File: config.mk
export PLATFORM = sky130hd
export DESIGN_NAME = rgb2gray_stats
export DESIGN_NICKNAME = d
export VERILOG_FILES = /design/src/rtl/rgb2gray_pkg.sv /design/src/rtl/rgb2gray_stats_frame_stats.sv /design/src/rtl/rgb2gray_stats.sv
export SDC_FILE = /design/constraint.sdc
export NUM_CORES = 1
export LEC_CHECK = 0
export ABC_AREA = 0
export CORE_ASPECT_RATIO = 1.2
export CORE_MARGIN = 2
export CORE_UTILIZATION = 59
export CTS_CLUSTER_DIAMETER = 120
export DETAILED_ROUTE_END_ITERATION = 10
export GPL_TIMING_DRIVEN = 0
export PLACE_DENSITY = 0.82
export SKIP_CTS_REPAIR_TIMING = 1
export SLEW_MARGIN = 5
export SYNTH_ARGS = -nofsm -noshare
export SYNTH_HDL_FRONTEND = slang
export SYNTH_HIERARCHICAL = 1
export SYNTH_SLANG_ARGS = --single-unit
File: constraint.sdc
create_clock -name iCLK -period 8.4 [get_ports iCLK]
set_input_delay 1.68 -clock iCLK [delete_from_list [all_inputs] [get_ports iCLK]]
set_output_delay 1.68 -clock iCLK [all_outputs]
set_load 0.005 [all_outputs]
File: src/rtl/rgb2gray_pkg.sv
// rgb2gray_pkg
// Shared definitions for the grayscale conversion stage: the weighting
// mode enum, the per-mode channel weights and the rounding constant.
// No ports (package).
package rgb2gray_pkg;

    typedef enum logic [1:0] {
        MODE_BT601 = 2'd0,
        MODE_BT709 = 2'd1,
        MODE_AVG   = 2'd2,
        MODE_GREEN = 2'd3
    } mode_t;

    // Weights are fractions of 256. The green-only weight is exactly 256,
    // so each weight needs 9 bits.
    localparam int WEIGHT_W = 9;

    typedef struct packed {
        logic [WEIGHT_W-1:0] r;
        logic [WEIGHT_W-1:0] g;
        logic [WEIGHT_W-1:0] b;
    } weights_t;

    localparam weights_t W_BT601 = '{r: 9'd77, g: 9'd150, b: 9'd29};
    localparam weights_t W_BT709 = '{r: 9'd54, g: 9'd183, b: 9'd19};
    localparam weights_t W_AVG   = '{r: 9'd85, g: 9'd85,  b: 9'd86};
    localparam weights_t W_GREEN = '{r: 9'd0,  g: 9'd256, b: 9'd0};

    // Half of the 256 weight scale, added before dropping the 8 fraction bits.
    localparam int ROUND_CONST = 128;

    function automatic weights_t mode_weights(input mode_t mode);
        weights_t w;
        case (mode)
            MODE_BT601: w = W_BT601;
            MODE_BT709: w = W_BT709;
            MODE_AVG:   w = W_AVG;
            MODE_GREEN: w = W_GREEN;
            default:    w = W_BT601;
        endcase
        return w;
    endfunction

endpackage

File: src/rtl/rgb2gray_stats_frame_stats.sv
// frame_stats
// Per-frame gray statistics: running min, max, saturating sum and
// saturating pixel count, with an overflow flag. When the delayed frame
// valid falls, the running values are copied to the stat registers,
// stat_valid pulses for one cycle and the accumulators restart.
// Ports:
//   clk, reset            clock, synchronous active-high reset
//   gray                  pipeline output gray value
//   dval, fval            data/frame valid aligned with gray
//   stat_min, stat_max    last frame min/max gray
//   stat_sum, stat_count  last frame gray sum and pixel count
//   stat_ovf              sum or count saturated in last frame
//   stat_valid            one-cycle pulse when stats update
module frame_stats #(
    parameter int OUT_W = 8,
    parameter int CNT_W = 20
) (
    input  logic                   clk,
    input  logic                   reset,
    input  logic [OUT_W-1:0]       gray,
    input  logic                   dval,
    input  logic                   fval,
    output logic [OUT_W-1:0]       stat_min,
    output logic [OUT_W-1:0]       stat_max,
    output logic [CNT_W+OUT_W-1:0] stat_sum,
    output logic [CNT_W-1:0]       stat_count,
    output logic                   stat_ovf,
    output logic                   stat_valid
);

    localparam int SUM_W = CNT_W + OUT_W;

    logic             fval_prev;
    logic [OUT_W-1:0] acc_min;
    logic [OUT_W-1:0] acc_max;
    logic [SUM_W-1:0] acc_sum;
    logic [CNT_W-1:0] acc_count;
    logic             acc_ovf;

    logic             frame_end;
    logic             counted;
    logic [SUM_W:0]   sum_next;
    logic [CNT_W:0]   count_next;

    // One extra bit on the sum/count adders exposes the carry used for saturation.
    always_comb begin
        frame_end  = fval_prev & ~fval;
        counted    = dval & fval;
        sum_next   = {1'b0, acc_sum} + (SUM_W+1)'(gray);
        count_next = {1'b0, acc_count} + (CNT_W+1)'(1);
    end

    // Frame end takes priority: no counted pixel can coincide with it because
    // fval is low on that cycle, so reinitialising here never drops a pixel.
    always_ff @(posedge clk) begin
        if (reset) begin
            fval_prev  <= 1'b0;
            acc_min    <= '1;
            acc_max    <= '0;
            acc_sum    <= '0;
            acc_count  <= '0;
            acc_ovf    <= 1'b0;
            stat_min   <= '0;
            stat_max   <= '0;
            stat_sum   <= '0;
            stat_count <= '0;
            stat_ovf   <= 1'b0;
            stat_valid <= 1'b0;
        end else begin
            fval_prev  <= fval;
            stat_valid <= 1'b0;
            if (frame_end) begin
                stat_min   <= acc_min;
                stat_max   <= acc_max;
                stat_sum   <= acc_sum;
                stat_count <= acc_count;
                stat_ovf   <= acc_ovf;
                stat_valid <= 1'b1;
                acc_min    <= '1;
                acc_max    <= '0;
                acc_sum    <= '0;
                acc_count  <= '0;
                acc_ovf    <= 1'b0;
            end else if (counted) begin
                if (gray < acc_min) acc_min <= gray;
                if (gray > acc_max) acc_max <= gray;
                acc_sum   <= sum_next[SUM_W] ? '1 : sum_next[SUM_W-1:0];
                acc_count <= count_next[CNT_W] ? '1 : count_next[CNT_W-1:0];
                acc_ovf   <= acc_ovf | sum_next[SUM_W] | count_next[CNT_W];
            end
        end
    end

endmodule

File: src/rtl/rgb2gray_stats.sv
// rgb2gray_stats
// RGB to gray converter with per-frame statistics. Weighting mode is
// latched at each frame start; gray comes out through a fixed 3-stage
// pipeline (products, rounded sum, extract) alongside delayed valids
// and coordinates. Statistics are gathered by frame_stats on the
// pipeline output.
// Ports:
//   iCLK, iReset               clock, synchronous active-high reset
//   iMode                      weighting mode, sampled at frame start
//   iRed, iGreen, iBlue        input colour channels
//   iDval, iFval               pixel / frame valid
//   iX_Cont, iY_Cont           pixel coordinates
//   oGray, oDval               gray pixel and its valid (3 cycles later)
//   oX_Cont, oY_Cont           delayed coordinates
//   oMin, oMax, oSum, oCount   last frame statistics
//   oStatOvf, oStatVal         saturation flag, stats-updated pulse
module rgb2gray_stats #(
    parameter int IN_W  = 12,
    parameter int OUT_W = 8,
    parameter int CNT_W = 20
) (
    input  logic                   iCLK,
    input  logic                   iReset,
    input  logic [1:0]             iMode,
    input  logic [IN_W-1:0]        iRed,
    input  logic [IN_W-1:0]        iGreen,
    input  logic [IN_W-1:0]        iBlue,
    input  logic                   iDval,
    input  logic                   iFval,
    input  logic [15:0]            iX_Cont,
    input  logic [15:0]            iY_Cont,
    output logic [OUT_W-1:0]       oGray,
    output logic                   oDval,
    output logic [15:0]            oX_Cont,
    output logic [15:0]            oY_Cont,
    output logic [OUT_W-1:0]       oMin,
    output logic [OUT_W-1:0]       oMax,
    output logic [CNT_W+OUT_W-1:0] oSum,
    output logic [CNT_W-1:0]       oCount,
    output logic                   oStatOvf,
    output logic                   oStatVal
);

    import rgb2gray_pkg::*;

    // Product width leaves headroom for the 9-bit weight; the rounded sum
    // of all three products always fits since weights total 256.
    localparam int PW    = IN_W + WEIGHT_W;
    localparam int SHIFT = 8 + IN_W - OUT_W;

    logic     fval_prev;
    mode_t    mode_reg;
    mode_t    mode_eff;
    weights_t w;

    logic [PW-1:0] prod_r, prod_g, prod_b;
    logic          dval_s1, fval_s1;
    logic [15:0]   x_s1, y_s1;

    logic [PW-1:0] sum_s2;
    logic          dval_s2, fval_s2;
    logic [15:0]   x_s2, y_s2;

    logic          fval_d3;

    // A frame-valid rise lets the incoming mode steer the very pixel that
    // arrives with it; otherwise the latched mode holds for the frame.
    always_comb begin
        mode_eff = mode_reg;
        if (iFval && !fval_prev) mode_eff = mode_t'(iMode);
        w = mode_weights(mode_eff);
    end

    always_ff @(posedge iCLK) begin
        if (iReset) begin
            fval_prev <= 1'b0;
            mode_reg  <= MODE_BT601;
        end else begin
            fval_prev <= iFval;
            mode_reg  <= mode_eff;
        end
    end

    // Three-stage datapath: weighted products, rounded sum, MSB extract.
    always_ff @(posedge iCLK) begin
        if (iReset) begin
            prod_r  <= '0;
            prod_g  <= '0;
            prod_b  <= '0;
            dval_s1 <= 1'b0;
            fval_s1 <= 1'b0;
            x_s1    <= '0;
            y_s1    <= '0;
            sum_s2  <= '0;
            dval_s2 <= 1'b0;
            fval_s2 <= 1'b0;
            x_s2    <= '0;
            y_s2    <= '0;
            oGray   <= '0;
            oDval   <= 1'b0;
            fval_d3 <= 1'b0;
            oX_Cont <= '0;
            oY_Cont <= '0;
        end else begin
            prod_r  <= PW'(w.r) * PW'(iRed);
            prod_g  <= PW'(w.g) * PW'(iGreen);
            prod_b  <= PW'(w.b) * PW'(iBlue);
            dval_s1 <= iDval;
            fval_s1 <= iFval;
            x_s1    <= iX_Cont;
            y_s1    <= iY_Cont;

            sum_s2  <= prod_r + prod_g + prod_b + PW'(ROUND_CONST);
            dval_s2 <= dval_s1;
            fval_s2 <= fval_s1;
            x_s2    <= x_s1;
            y_s2    <= y_s1;

            // Drops the 8 fraction bits and the low IN_W-OUT_W gray bits at once.
            oGray   <= OUT_W'(sum_s2 >> SHIFT);
            oDval   <= dval_s2;
            fval_d3 <= fval_s2;
            oX_Cont <= x_s2;
            oY_Cont <= y_s2;
        end
    end

    frame_stats #(
        .OUT_W (OUT_W),
        .CNT_W (CNT_W)
    ) u_frame_stats (
        .clk        (iCLK),
        .reset      (iReset),
        .gray       (oGray),
        .dval       (oDval),
        .fval       (fval_d3),
        .stat_min   (oMin),
        .stat_max   (oMax),
        .stat_sum   (oSum),
        .stat_count (oCount),
        .stat_ovf   (oStatOvf),
        .stat_valid (oStatVal)
    );

endmodule

== Yosys cells after proc, flatten, opt, wreduce, memory -nomap -nowiden ==
Index checks and enable logic that the tools add are counted.
Storage, ports and cells
  bits in registers: 324
  latch bits: 0
  RAM bits: 0
  bits in read-only memories: 0
  input bits: 74
  output and inout bits: 107
  word-level logic and storage cells: 59
  memories kept: 0
Cells by class
  add/sub/neg operators: 5
  multipliers: 3
  div/mod/pow operators: 0
  magnitude comparators: 2
  equal/unequal tests: 3
  shift operators: 0
  multiplexer cells: 5
  bitwise operators: 5
  reduce and logical (&&, ||, !) cells: 6
Operator list (number)
  27-bit case mux with 4 select lines: 1
  9-bit by 12-bit multiplier with 20-bit output: 3
  20-bit adder: 2
  28-bit by 8-bit adder with 29-bit output: 1
  28-bit two-way mux: 1
  20-bit by 1-bit adder with 21-bit output, second input constant: 1
  20-bit by 8-bit adder with 20-bit output, second input constant: 1
  20-bit two-way mux: 1
  8-bit > comparator: 1
  8-bit less-than comparator: 1
  2-bit equality test, second input constant: 2
  2-bit AND reduction: 2
  1-bit AND: 2
  2-bit by 1-bit equality test with 1-bit output, second input constant: 1
  2-bit logical NOT: 1
  2-bit two-way mux: 1
  1-bit OR: 2
  2-bit OR reduction: 1
  1-bit logical AND: 1
  1-bit logical NOT: 1
  1-bit two-way mux: 1
  1-bit NOT: 1

== Logic depth before layout (Yosys ltp) ==
Gate-level depths: netlist of the first run.
  depth after elaboration: 6
  depth in mapped cells: 25
  gate-level depth less buffers: 23

== By module ==
Netlist of the first run, hierarchy kept.
By module, submodules not included
  rgb2gray_stats: times used 1, cells an instance 1438, area an instance 14017.2 um^2, sequential area each 3603.5 um^2
  frame_stats: times used 1, cells an instance 549, area an instance 5621.6 um^2, sequential area each 2642.5 um^2

== Least setup slack after synthesis of the first run ==
Ideal clock, no wire load.
  kind: input to register
  start point: in iFval
  end point: reg prod_g[18]
  setup time: 0.128 ns
  arrival time: 7.027 ns
  required time: 8.272 ns
  setup slack: 1.245 ns
  cell stages on the path: 22
  buffers on the path: 2
  path through: nand2b_1 > mux2i_1 > clkbuf_1 > inv_1 > ha_1 > clkbuf_1 > and2_1 > fa_1 > fa_1 > fa_1 > inv_1 > fa_1 > inv_1 > ha_1 > a21o_1 > a21oi_2 > o21ai_2 > a2111oi_2 > nor3_1 > a221oi_2 > xor2_1 > nor2_1
On the way
  longest elaborated chain between the ends: 5
  elaborated cells between the ends (all ways): 8
  those cells by class: 1 x mul; 3 x eq/ne; 2 x mux; 2 x reduce/logical
RTL lines
  from (decl): line rgb2gray_stats.sv:29  | input logic iFval,
  1-bit logical AND *: line rgb2gray_stats.sv:70  | if (iFval && !fval_prev) mode_eff = mode_t'(iMode);
  2-bit two-way mux *: line rgb2gray_stats.sv:70
  named net mode_eff[0]: line rgb2gray_stats.sv:53  | mode_t mode_eff;
  2-bit equality test (tied with other cells): line rgb2gray_pkg.sv:34  | case (mode)
  27-bit case mux with 4 select lines *: line rgb2gray_pkg.sv:34
  9-bit by 12-bit multiplier with 20-bit output *: line rgb2gray_stats.sv:106  | prod_g <= PW'(w.g) * PW'(iGreen);
  to (signal assigned): line rgb2gray_stats.sv:106
  to (decl): line rgb2gray_stats.sv:56  | logic [PW-1:0] prod_r, prod_g, prod_b;
Mark *: on every way through the listed nets, which the timed path passes. The rest lies on a longest branch. The select of a mux whose other input is x is not followed.
A chain may end at the register's enable or synchronous reset.

== Final worst setup path of the first run ==
  start point: in iFval
  end point: reg prod_r[17]
On the way
  longest elaborated chain between the ends: 5
  elaborated cells between the ends (all ways): 8
  those cells by class: 1 x mul; 3 x eq/ne; 2 x mux; 2 x reduce/logical
RTL lines
  1-bit logical AND *: line rgb2gray_stats.sv:70
  2-bit two-way mux *: line rgb2gray_stats.sv:70
  2-bit equality test (tied with other cells): line rgb2gray_pkg.sv:34
  27-bit case mux with 4 select lines *: line rgb2gray_pkg.sv:34
  9-bit by 12-bit multiplier with 20-bit output *: line rgb2gray_stats.sv:105  | prod_r <= PW'(w.r) * PW'(iRed);
  to (signal assigned): line rgb2gray_stats.sv:105
  to (decl): line rgb2gray_stats.sv:56
Every way passes the cells marked *; elsewhere a longest branch is shown, timed or not. The select of a mux whose other input is x is not followed.

==> results.toml, run 1 <==
[detailed_routing]
routed-via-count = 14500
drt-initial-drc-count = 782
drc = 0
drtAntennaViolNets = 0
routed_wl_um = 44800
via_per_inst = 5.42
drt_first_pass_iters = 5
wl_per_cell_um = 16.8

[die]
rows = 73
die_y_um = 204
initial_core_util = 0.596
ios = 181
die_w_um = 171
core_region_area_um2 = 33000
fp.dieArea_um2 = 34800

[sta]
hold_viol_final = 0
fin_worst_skew_ns = 0.0235
finalSetupViolCount = 0
fin_ws_ns = 0.370
finalMaxSlewViolations = 0
max_freq_mhz = 125
rsz0062_at_grt = "no"
post-route-min-period_ns = 8.03
slew_headroom = 0.401
tightest_slew_ns = 0.893
fin_crit_sh = 0.956

[grt]
grt_max_degree = 16
grtUsageTotal = 0.263
overflow = 0
grt_pass1_wl_um = 73700
grt_pass1_vias = 15200
antenna_found_initial = 0

[finish]
fin_nets = 2643
largestRegisters = "u_frame_stats/acc_sum: 28 flops, u_frame_stats/stat_sum: 28 flops"
drive_gt1_frac = 0.0415
post-route-util = 0.697
syn_to_final_growth_pct = 17.0

[logic_synthesis]
synth-edff-count = 0
synth_ff_type = "dfxtp_1"
ys_seq_area_frac = 0.318
synthTopCellsByCount = "312 x dfxtp_1, 284 x inv_1, 203 x ha_1"
yosysTopAreaCellShare = 0.318
yosys_register_bits = 312
synth_area_um2 = 19600
yosysTopAreaCell = "dfxtp_1"
syn-num-nets = 2433
synth.distinct_cells = 66
netlist_instances = 1987
synthArstFlopShare = 0
yosysMostFrequentCell = "dfxtp_1"
synth_area_per_cell_um2 = 9.88
synthTopCellsByArea = "dfxtp_1 32%, fa_1 17%, ha_1 13%"
yosysWarnings = 6

[clocking]
numCtsBuffers = 28
clk_latency_ns = 0.56
clkTransAtPathRegs_ns = 0.06
clk_path_buf_depth = 3
clock-sinks = 312
cts_tree = "built"
ctsHtreeMaxLevel = 1
clock_tree.root_cell = "clkbuf_16"

[place]
dp_slack_ns = -0.894
dp_hpwl_um = 35900
gp_congestion = 0.923
port_buffers = 180

[setup_path]
critPathRequiredTime_ns = 8.79
cp_data_arrival_time_ns = 8.42
crit_fanout = 11
endpoint_kind = "flip-flop"
cp-start-kind = "input pin"
path_class = "input pin to flip-flop"

[run]
drv_cap = 0

[worst_hold_path]
worst_hold_path_type = "flip-flop to flip-flop"

[power]
total_power_mw = 6.27
power_density_nw_per_um2 = 273
peakVddDrop_uv = 166
static-leakage-power_nw = 10.5

[run_status]
status = "completed"
==> layout make-up <==
type,count,area [um^2]
inverter,284,1070
sequential,312,6250
clock buffer,38,788
clock inverter,10,160
multi-input combinational,1325,12100
antenna,1,2.50
fill,2532,10000
tap,450,563
timing repair buffer,180,1800
buffer,66,288
==> power by group <==
part           switching, mW  internal, mW
logic                   1.82          1.41
clock network          0.549         0.751
registers             0.0923          1.64
==> layer usage <==
metal	vias up	routed length, um	track usage
met5	-	0	0
met4	0	1950	0.111
met3	104	2080	0.0258
met2	440	23100	0.489
met1	6997	17700	0.305
li1	6918	-	-
==> stage by stage <==
step,instance area [um^2],hold slack [ns],setup TNS [ns],std cells
2_1_floorplan,19600,0.414,0,1987
3_3_place_gp,22000,0.415,-13.65,2617
3_5_place_dp,22000,0.420,-14.80,2617
4_1_cts,23000,0.437,-1.85,2665
5_1_grt,23000,0.451,0,2665
6_report,23000,0.435,0,2666
==> worst max-delay path, cell delays in order <==
cell and delay [ns]:
clkdlybuf4s50_1 0.41, nand2b_1 0.26, mux2i_2 0.55, clkbuf_2 0.38, ha_1 0.38, clkbuf_1 0.53
and2_1 0.30, fa_1 0.47, fa_1 0.51, inv_1 0.05, fa_1 0.46, fa_1 0.54
inv_1 0.04, ha_1 0.34, a21o_1 0.18, a21oi_1 0.17, a21oi_1 0.11, o21a_1 0.22
o21bai_1 0.20, a21oi_1 0.14, nor3_1 0.49
==> final timing paths <==
path / startpoint / to / slack [ns] / cells past startpoint
max reg2reg: fval_s1 / prod_r[17] / 1.56 / 20
max: iFval / prod_r[17] / 0.37 / 21
min reg2reg: x_s1[4] / x_s2[4] / 0.43 / 1
min: x_s1[4] / x_s2[4] / 0.43 / 1
==> placed cells by master, fill, tap and decap left out, types with 20 or more instances in the layout <==
cell type / n
dfxtp_1: 312
nor3_1: 20
nand2_1: 74
o21ai_0: 27
nand2b_1: 36
o211ai_1: 26
nand3_1: 31
a21oi_1: 67
nor2b_1: 177
clkbuf_1: 55
ha_1: 202
xor2_1: 34
and2_1: 94
inv_1: 284
xnor2_1: 41
fa_1: 169
a21o_1: 28
a22o_1: 65
clkbuf_16: 28
nor2_1: 77
clkdlybuf4s50_1: 180
==> logic make-up (layout without fill, tap and decap cells) <==
group / Yosys count / in the layout / synth area share
AOI/OAI and AO/OA: 305 / 305 / 0.113
xor gates and xnor gates: 75 / 75 / 0.0334
adders and majority gates: 372 / 372 / 0.302
buffers and inverters: 350 / 578 / 0.0688
DFF: 312 / 312 / 0.318
muxes: 10 / 10 / 0.00529
other: 0 / 1 / 0
and+or+nand+nor: 563 / 563 / 0.160
Note: power is estimated with default switching activity, not from simulation.
==> run 2: changes to the inputs <==
--- a/config.mk
+++ b/config.mk
@@ -19,3 +19,4 @@
 export SYNTH_HDL_FRONTEND = slang
 export SYNTH_HIERARCHICAL = 1
 export SYNTH_SLANG_ARGS = --single-unit
+export TNS_END_PERCENT = 30
==> results of run 2 <==
No change in the layout: final DEF, timing and power equal those of run 1.
==> run 3: changes to the inputs <==
--- a/config.mk
+++ b/config.mk
@@ -6,10 +6,10 @@
 export NUM_CORES = 1
 export LEC_CHECK = 0
 export ABC_AREA = 0
+export CAP_MARGIN = 20
 export CORE_ASPECT_RATIO = 1.2
 export CORE_MARGIN = 2
 export CORE_UTILIZATION = 59
-export CTS_CLUSTER_DIAMETER = 120
 export DETAILED_ROUTE_END_ITERATION = 10
 export GPL_TIMING_DRIVEN = 0
 export PLACE_DENSITY = 0.82
==> run 3 against run 2 <==
Against the previous run: setup slack improved by 0.050 ns; wire length fell by 0.55%; die area did not move; count of clock-buffer cells in the layout fell by 4; clock skew fell by 0.0061 ns; via count fell by 0.86%; sequential cell count did not move; core utilization fell by 0.16 points; combinational power barely moved; non-clock buffer count did not move; clock power fell by 5%; sequential power barely moved; largest power group unchanged.
==> results.toml, run 3 (synthesized netlist as in run 1, its figures left out) <==
[sta]
hold_viol_final = 0
finalMaxSlewViolations = 0
fin_worst_skew_ns = 0.0175
post-route-min-period_ns = 7.98
rsz0062_at_grt = "no"
finalSetupViolCount = 0
fin_crit_sh = 0.950
slew_headroom = 0.432
tightest_slew_ns = 0.847
max_freq_mhz = 125

[power]
pwr-share-clk = 0.201
internal_power_mw = 3.75
power_density_nw_per_um2 = 271
peakVddDrop_uv = 164
p_seq_frac = 0.278
switching_share = 0.396
p_sw_mw = 2.46
combPwrFrac = 0.521
static-leakage-power_nw = 10.5

[finish]
final-seq-area_um2 = 6250
fin_nets = 2642
drive_gt1_frac = 0.0425
n_fill_cell = 2518
multi_input_area_um2 = 12100
fin_area_um2 = 22900
largestRegisters = "u_frame_stats/acc_sum: 28 flops, u_frame_stats/stat_sum: 28 flops"
final_common_cell = "dfxtp_1"
syn_to_final_growth_pct = 16.7
final_cell_mix = "312 x dfxtp_1, 284 x inv_1, 202 x ha_1"
post-route-util = 0.695

[detailed_routing]
wl_per_cell_um = 16.7
routed_wl_um = 44600
drtAntennaViolNets = 0
routed-via-count = 14300
drc = 0
via_per_inst = 5.38
drt-initial-drc-count = 848
drt_first_pass_iters = 5

[setup_path]
cp_data_arrival_time_ns = 8.37
critPathRequiredTime_ns = 8.79
path_class = "input pin to flip-flop"
endpoint_kind = "flip-flop"
cp-start-kind = "input pin"
crit_fanout = 11

[place]
port_buffers = 180
gp_congestion = 0.923
dp_hpwl_um = 36000
place_area_um2 = 22000

[run]
drv_cap = 0

[clocking]
numCtsBuffers = 27
clock-sinks = 312
clkTransAtPathRegs_ns = 0.07
clk_latency_ns = 0.55
clock_tree.root_cell = "clkbuf_16"
cts_tree = "built"
ctsHtreeMaxLevel = 1
clk_path_buf_depth = 3

[die]
rows = 73
core_region_area_um2 = 33000
fp.dieArea_um2 = 34800
initial_core_util = 0.596
die_y_um = 204
die_w_um = 171
ios = 181

[run_status]
status = "completed"

[grt]
overflow = 0
grt_pass1_vias = 15100
grt_max_degree = 18
grt_pass1_wl_um = 73700
grtUsageTotal = 0.263
antenna_found_initial = 0

[worst_hold_path]
worst_hold_path_type = "flip-flop to flip-flop"
run 3: power by group through the flow:
stage / Combinational [mW] / Sequential (mW) / Clock (mW)
floorplan: 2.46 / 1.73 / 0
global placement: 3.08 / 1.76 / 0
detailed placement: 3.20 / 1.76 / 0
CTS: 3.22 / 1.73 / 1.26
global route: 3.67 / 1.74 / 1.32
finish: 3.23 / 1.73 / 1.24
run 3: stage by stage:
| stage | hold slack, ns | total power [mW] | std cells | setup slack [ns] | TNS, ns |
|---|---|---|---|---|---|
| final | 0.425 | 6.20 | 2665 | 0.420 | 0 |
| after global placement | 0.415 | 4.84 | 2617 | -0.819 | -13.65 |
| after global routing | 0.444 | 6.73 | 2664 | 0.0979 | 0 |
| after floorplan | 0.414 | 4.18 | 1987 | 1.25 | 0 |
| after detailed placement | 0.420 | 4.96 | 2618 | -0.734 | -10.44 |
| after CTS | 0.427 | 6.21 | 2665 | -0.160 | -0.449 |
run 3: per-layer routing:
metal  track usage  vias to the layer above  wire length [um]
met3        0.0242                       95              1750
li1              -                     6900                 -
met2         0.492                      367             23000
met5             0                        -                 0
met1         0.306                     6972             18000
met4         0.109                        0              1860
run 3: final timing paths:
check / from / endpoint / slack, ns / cells past startpoint
max: iFval / prod_r[17] / 0.42 / 21
max reg2reg: fval_s1 / prod_r[17] / 1.62 / 20
min reg2reg: sum_s2[18] / oGray[6] / 0.42 / 1
min: sum_s2[18] / oGray[6] / 0.42 / 1
run 3: area by class of cell:
cell class	count	share of cell area
multi-input cells	1325	0.526
flip-flops and latches	312	0.272
repair buffers	181	0.0789
inverters	284	0.0465
clock buffers	34	0.0328
well taps	450	0.0246
plain buffers	65	0.0123
clock inverters	13	0.00650
diodes	1	0.000109
run 3: worst max-delay path, stage by stage:
cell and delay [ns]:
clkdlybuf4s50_1 0.41, nand2b_1 0.23, mux2i_2 0.53, clkbuf_2 0.38, ha_1 0.38, clkbuf_1 0.54, and2_1 0.30, fa_1 0.46
fa_1 0.51, inv_1 0.05, fa_1 0.46, fa_1 0.54, inv_1 0.04, ha_1 0.34, a21o_1 0.18, a21oi_1 0.19
a21oi_1 0.13, o21a_1 0.22, o21bai_1 0.21, a21oi_1 0.13, nor3_1 0.44
